`config.mk`:
```
export PLATFORM = sky130hd
export DESIGN_NAME = vga_scaled_addr_gen
export DESIGN_NICKNAME = d
export VERILOG_FILES = /design/src/rtl/vga_scaled_addr_gen.sv
export SDC_FILE = /design/constraint.sdc
export NUM_CORES = 1
export LEC_CHECK = 0
export ABC_AREA = 1
export BUFFER_PORTS_ARGS = -buffer_cell sky130_fd_sc_hd__buf_2
export CELL_PAD_IN_SITES_DETAIL_PLACEMENT = 0
export CELL_PAD_IN_SITES_GLOBAL_PLACEMENT = 1
export CORE_ASPECT_RATIO = 0.5
export CORE_MARGIN = 2
export CORE_UTILIZATION = 39
export DETAILED_ROUTE_END_ITERATION = 16
export PLACE_DENSITY_LB_ADDON = 0.1
export SETUP_SLACK_MARGIN = 0.2
export SYNTH_ARGS = -nofsm -noshare
export SYNTH_HDL_FRONTEND = slang
export SYNTH_SLANG_ARGS = --single-unit
```
`constraint.sdc`:
```
create_clock -name clk -period 1.97 [get_ports clk]
set_input_delay 0.2955 -clock clk [delete_from_list [all_inputs] [get_ports clk]]
set_output_delay 0.2955 -clock clk [all_outputs]
set_load 0.005 [all_outputs]
```
`src/rtl/vga_scaled_addr_gen.sv`:
```
// Scaled-image address generator for the VGA display path.
// It follows the HSYNC/VSYNC counters. Each memory pixel is held for
// CLK_PER_PIX clocks and repeated H_SCALE times along a line. Each memory
// row is repeated V_SCALE times down the frame. The outputs are a
// registered frame-buffer read address and a valid flag for the RGB stage.
module vga_scaled_addr_gen #(
  parameter int CLK_PER_PIX = 4,
  parameter int H_SCALE     = 5,
  parameter int V_SCALE     = 5,
  parameter int SRC_W       = 128,
  parameter int SRC_H       = 96,
  parameter int H_ACT_START = 575,
  parameter int V_ACT_START = 30,
  parameter int ADDR_W      = 14
) (
  input  logic              clk,
  input  logic              reset,
  input  logic [11:0]       H_count,
  input  logic [11:0]       V_count,
  output logic [ADDR_W-1:0] pix_addr,
  output logic              pix_valid,
  output logic [7:0]        col,
  output logic [6:0]        row,
  output logic              frame_done
);

  // Clocks spent on one memory pixel along a line.
  localparam int H_REP  = CLK_PER_PIX * H_SCALE;
  // Sub-counter widths. They are kept at least one bit wide so that unit
  // scale factors still elaborate.
  localparam int HSUB_W = (H_REP > 1)   ? $clog2(H_REP)   : 1;
  localparam int VSUB_W = (V_SCALE > 1) ? $clog2(V_SCALE) : 1;

  localparam logic [HSUB_W-1:0] HSUB_LAST  = HSUB_W'(H_REP - 1);
  localparam logic [VSUB_W-1:0] VSUB_LAST  = VSUB_W'(V_SCALE - 1);
  localparam logic [7:0]        COL_LAST   = 8'(SRC_W - 1);
  localparam logic [6:0]        ROW_LAST   = 7'(SRC_H - 1);
  localparam logic [11:0]       H_START    = 12'(H_ACT_START);
  localparam logic [11:0]       V_START    = 12'(V_ACT_START);
  localparam logic [ADDR_W-1:0] ROW_STRIDE = ADDR_W'(SRC_W);

  // Horizontal state.
  logic [HSUB_W-1:0] hsub;
  logic              h_act;

  // Vertical state. row_base tracks row*SRC_W by accumulation, so the
  // address path needs no multiplier.
  logic [VSUB_W-1:0] vsub;
  logic              v_act;
  logic [ADDR_W-1:0] row_base;

  // Event decode shared by the counters.
  logic start_ev;     // sampled H_count sits one clock before the active span
  logic frame_start;  // start event on the first active line
  logic hsub_wrap;    // last clock of the current memory pixel
  logic span_end;     // last clock of the last memory pixel on the line
  logic v_step;       // line finished inside an active frame
  logic vsub_wrap;    // last repeat of the current memory row
  logic frame_end;    // last repeat of the last memory row

  assign start_ev    = (H_count == H_START);
  assign frame_start = start_ev && (V_count == V_START);
  assign hsub_wrap   = h_act && (hsub == HSUB_LAST);
  assign span_end    = hsub_wrap && (col == COL_LAST);
  // A start event takes over the edge completely. A span cut short by a
  // misplaced sync pulse therefore does not advance the vertical position.
  assign v_step      = span_end && v_act && !start_ev;
  assign vsub_wrap   = v_step && (vsub == VSUB_LAST);
  assign frame_end   = vsub_wrap && (row == ROW_LAST);

  // Horizontal sequencing: clocks within a pixel, then pixels within the span.
  always_ff @(posedge clk or negedge reset) begin
    if (!reset) begin
      hsub  <= '0;
      col   <= '0;
      h_act <= 1'b0;
    end else if (start_ev) begin
      hsub  <= '0;
      col   <= '0;
      h_act <= 1'b1;
    end else if (h_act) begin
      if (hsub_wrap) begin
        hsub <= '0;
        if (col == COL_LAST) begin
          col   <= '0;
          h_act <= 1'b0;
        end else begin
          col <= col + 8'd1;
        end
      end else begin
        hsub <= hsub + 1'b1;
      end
    end
  end

  // Vertical sequencing: repeats of a row, then rows of the frame.
  always_ff @(posedge clk or negedge reset) begin
    if (!reset) begin
      vsub     <= '0;
      row      <= '0;
      row_base <= '0;
      v_act    <= 1'b0;
    end else if (frame_start) begin
      vsub     <= '0;
      row      <= '0;
      row_base <= '0;
      v_act    <= 1'b1;
    end else if (v_step) begin
      if (vsub == VSUB_LAST) begin
        vsub <= '0;
        if (row == ROW_LAST) begin
          row      <= '0;
          row_base <= '0;
          v_act    <= 1'b0;
        end else begin
          row      <= row + 7'd1;
          row_base <= row_base + ROW_STRIDE;
        end
      end else begin
        vsub <= vsub + 1'b1;
      end
    end
  end

  // Registered address, valid flag and end-of-frame pulse. These lag
  // col and row by one clock. The address is forced to 0 outside the image.
  always_ff @(posedge clk or negedge reset) begin
    if (!reset) begin
      pix_addr   <= '0;
      pix_valid  <= 1'b0;
      frame_done <= 1'b0;
    end else begin
      pix_valid  <= h_act && v_act;
      pix_addr   <= (h_act && v_act) ? (row_base + ADDR_W'(col)) : '0;
      frame_done <= frame_end;
    end
  end

endmodule
```
# Word level (Yosys, flattened, before mapping)
# Cells that the tools add are included.
# Widths: inputs -> output; s select.
[word_totals]
regBits = 55
latch_bits = 0
ramBits = 0
rom_bits = 0
inputBits = 26
out_inout_bits = 31
wordCells = 66
mem_count = 0
[classes]
addsub = 6
mul = 0
div = 0
magnitude_cmp = 0
n_eq_ne = 6
shift = 0
n_mux = 27
n_bitwise = 0
n_reduce_logical = 17
[op_table]
columns = ["cell", "n"]
rows = [
  ["$mux 14", 5],
  ["$mux 8", 4],
  ["$mux 7", 4],
  ["$mux 5", 3],
  ["$add 14x8->14", 1],
  ["$add 14x8->14 const B", 1],
  ["$eq 12x10->1 const B", 1],
  ["$eq 12x5->1 const B", 1],
  ["$reduce_bool 2->1", 5],
  ["$mux 3", 3],
  ["$add 8x1->8 const B", 1],
  ["$eq 8x7->1 const B", 1],
  ["$logic_and 1x1->1", 8],
  ["$mux 1", 8],
  ["$add 7x1->7 const B", 1],
  ["$eq 7x7->1 const B", 1],
  ["$add 5x1->5 const B", 1],
  ["$eq 5x5->1 const B", 1],
  ["$reduce_and 2->1", 2],
  ["$add 3x1->3 const B", 1],
  ["$eq 3x3->1 const B", 1],
  ["$reduce_and 3->1", 1],
  ["$logic_not 1->1", 1],
]

# Longest topological paths before layout
[logic_depth]
ltp_word = 7
depth_mapped = 11
mapped_depth_nobuf = 10

# Worst setup path before layout
# Ideal clock, no wire load.
[synth_path]
path_type = "flip-flop to flip-flop"
from = "reg row[0]"
to = "reg v_act"
setup_time_ps = 117
t_arrival_ps = 1398
required_time_ps = 1853
path_slack_ps = 456
stages_incl_launch_ff = 9
n_path_buf = 0
synth_period_minus_slack_ps = 1514
cell_sequence = "dfrtp_1 -> ha_1 -> nand3_1 -> nor2_4 -> inv_1 -> o21ai_1 -> nand2_1 -> nand2_1 -> nand2_1"
[synth_between]
elab_chain_cells = 3
[synth_rtl]
columns = ["item", "line", "source"]
rows = [
  ["from (decl)", "23", "output logic [6:0] row,"],
  ["from (signal assigned)", "116", "row <= row + 7'd1;"],
  ["$eq 7x7->1", "111", "if (row == ROW_LAST) begin"],
  ["$reduce_bool 2->1 (no line)", "n/a", ""],
  ["$reduce_and 3->1 (no line)", "n/a", ""],
  ["to (signal assigned)", "102", "v_act <= 1'b0;"],
  ["to (signal assigned)", "107", "v_act <= 1'b1;"],
  ["to (signal assigned)", "114", "v_act <= 1'b0;"],
  ["to (decl)", "49", "logic v_act;"],
]
# Every way passes these cells.
# A chain may end at the register's enable or synchronous reset.

# Final worst setup path
[layout_path]
from = "reg row[0]"
to = "reg row_base[7]"
[layout_between]
elab_chain_cells = 5
[layout_rtl]
columns = ["item", "line", "source"]
rows = [
  ["$eq 7x7->1", "111", ""],
  ["$mux 14", "111", ""],
  ["$mux 14", "109", "if (vsub == VSUB_LAST) begin"],
  ["$mux 14", "108", "end else if (v_step) begin"],
  ["$mux 14", "103", "end else if (frame_start) begin"],
  ["to (signal assigned)", "117", "row_base <= row_base + ROW_STRIDE;"],
  ["to (decl)", "50", "logic [ADDR_W-1:0] row_base;"],
]
# Every way passes these cells. The select of a mux whose other input is x is not followed.

==> impl_metrics.ini <==
[logic_synthesis]
ys_warn_count = 0
ys_seq_area_share_pct = 44.80
synth_cell_types = 26
yosys.area.top_type = dfrtp_1
yosys.cell_count.top_type = nand2_1
synthFlopType = dfrtp_1
synthTopCellsByArea = dfrtp_1 (45%), nand2_1 (13%), nor2_1 (7.1%)
synth_seq_cells = 48
ys_async_sr_fraction_pct = 100.0
avgSynthCellArea_um2 = 7.574
syn-num-nets = 387
syn-instance-count = 354
synth_area_um2 = 2681
synthTopCellsByCount = nand2_1 (93), nor2_1 (51), inv_1 (49)
synth_top_area_share_pct = 44.80
synth_edf_count = 0

[placement]
io_buffers = 56
placed_area_um2 = 3078
place_hpwl_um = 4519
place_ws_ps = 194.1
place.gp.congestion = 0.7927

[critical_path]
r2r-start = row[0]
cp.arrival_ps = 1850
r2r_cells = 8
crit_path_end = row_base[7]
crit_required_ps = 2200
criticalPathCategory = flop to flop
rr_endpoint = row_base[7]
ff2ff_setup_slack_ps = 350
startpoint = row[0]
worstSetupStartpointType = flop
endpoint_kind = flop
crit_fanout = 6

[drt]
drc = 0
viasPerCell = 4.697
wl_per_cell_um = 11.79
wirelength_um = 6035
antenna_left = 0
vias = 2405
drt-initial-drc-count = 115
drtPass1Iterations = 4

[cts]
numCtsBuffers = 5
worstSkewPairLatency_ps = 290
clock_sinks = 48
root_buffer = clkbuf_16
clkTransAtPathRegs_ps = 70
tritoncts = built
htree_levels = 2
cts.path.max_buffers = 2

[power]
p_clk_share_pct = 37.4
irDropWorstVdd_mv = 0.3717
power_density_nw_per_um2 = 705.4
p_leak_nw = 1.750
p_int_mw = 1.704
power_switching_mw = 0.6117
switching_share_pct = 26.41
pwr-share-seq_pct = 48.7
combPwrFrac_pct = 13.9

[job]
maxCapViolCount = 0

[sta]
setup_violations = 0
period_minus_slack_ps = 1623
hold_viol = 0
finClkSkew_ps = 7.180
worstMarginPinSlew_ps = 505.2
rsz0062_at_grt = false
tns_ps = 0
max_slew_margin_pct = 66.32
maxSlewViolCount = 0
timing.final.ws_setup_ps = 346.8
max_freq_mhz = 616.1
post-route-period-util_pct = 82.40

[grt]
grt_pass1_vias = 2267
antenna_found_initial = 0
gr-usage-met1_pct = 23.29
grt.busiest_layer = met2
grt_use_total_pct = 17.23
grtUsageMet2_pct = 27.18
grt_start_max_net_pins = 29
met3_usage_pct = 4.562
grt_pass1_wl_um = 10420
grt.overflow.total = 0

[layout]
area_growth_pct = 22.45
nets = 452
final_layout_size_suffix_gt1_share_pct = 23.10
nFillCells = 689
final_area_um2 = 3283
n_antenna_cell = 0

[die]
num_rows = 21
core-area_um2 = 6674
die_x_um = 121.3
io_pins = 57
start_util_pct = 40.18
die_h_um = 62.63
fp.dieArea_um2 = 7595

[hold_path]
hold_path_class = input pin to asynchronous set/reset pin

[status]
status = completed
==> cell usage in the layout, fill, tap and decap left out <==
cell,instances
nand2_4,1
nor3_1,7
ha_4,1
nor2_2,2
a21oi_1,7
xor2_1,6
o21ai_0,9
buf_12,1
nand2_1,92
xnor2_1,2
dfrtp_1,46
clkbuf_8,1
or2_2,1
ha_1,4
nand4_1,8
nand2_8,1
a31oi_1,2
dfrtp_2,2
clkbuf_16,5
nor2_1,51
ha_2,2
nand3_2,4
clkinv_2,2
nor2_4,6
dlygate4sd3_1,1
buf_2,56
o22ai_1,2
o21a_1,1
inv_2,3
clkinvlp_4,1
inv_1,47
nand3_1,36
buf_4,2
o21ai_1,2
nand2_2,6
==> per-layer routing <==
metal  vias up  wire length (µm)
met4         0                71
met3         8               259
met5         -                 0
met1      1114              2996
met2        34              2707
li1       1249                 -
==> power by group through the flow <==
stage               clock [mW]  sequential (mW)  combinational [mW]
global placement             0             1.14               0.280
detailed placement           0             1.14               0.287
floorplan                    0             1.13               0.177
finish                   0.865             1.13               0.322
global route             0.934             1.14               0.376
CTS                      0.893             1.12               0.290
==> final cells by class <==
type	count	area (µm²)	share of cell area, %
timing repair buffer	60	325.3	9.909
inverter	51	195.2	5.945
clock inverter	2	10.01	0.3049
multi-input combinational	253	1295	39.44
clock buffer	6	138.9	4.230
sequential	48	1204	36.66
tap	92	115.1	3.506
==> worst max-delay path, cell delays in order (launching register included) <==
cell and delay (ps):
dfrtp_2 440, ha_2 220, nand3_1 160, nor2_4 60, buf_4 150, or2_2 270
nor2_1 110, nand3_1 80, nand2_1 80
==> per-stage QoR <==
| step | cells | total power [mW] | utilization (%) | hold slack [ps] |
|---|---|---|---|---|
| 2_1_floorplan | 354 | 1.309 | - | -0.09107 |
| 3_3_place_gp | 501 | 1.418 | 46.12 | 302.2 |
| 3_5_place_dp | 501 | 1.430 | 46.12 | 298.2 |
| 4_1_cts | 510 | 2.307 | 48.50 | 514.8 |
| 5_1_grt | 512 | 2.450 | 49.19 | 553.2 |
| 6_report | 512 | 2.316 | 49.19 | 498.5 |
==> state kept, by name (all words and copies together) (netlist names) <==
register	flops
vsub	3
frame_done	1
v_act	1
row_base	7
pix_valid	1
h_act	1
row	7
col	8
pix_addr	14
hsub	5
==> timing repair <==
item,CTS,global route
hold endpoints to repair,20,0
setup endpoints to repair,0,19
buffers inserted,0,2
hold buffers,1,0
resized for setup,0,10
==> logic make-up (layout without fill, tap and decap cells) <==
group	Yosys count	in the layout	synth area share, %
simple gates	215	215	36.91
buf+inv	53	119	7.840
flops	48	48	44.80
compound gates	23	23	4.573
xor+xnor	8	8	2.613
fa+ha+maj	7	7	3.266
==> how the worst min path moves through the flow <==
stage	start	end	cells after the start
after floorplan	reset	col[0]	0
after global placement	reset	pix_valid	1
after detailed placement	reset	pix_valid	1
after CTS	vsub[2]	vsub[2]	2
after global routing	row_base[13]	row_base[13]	2
final	reset	pix_valid	2
(Power assumes the default switching activity.)
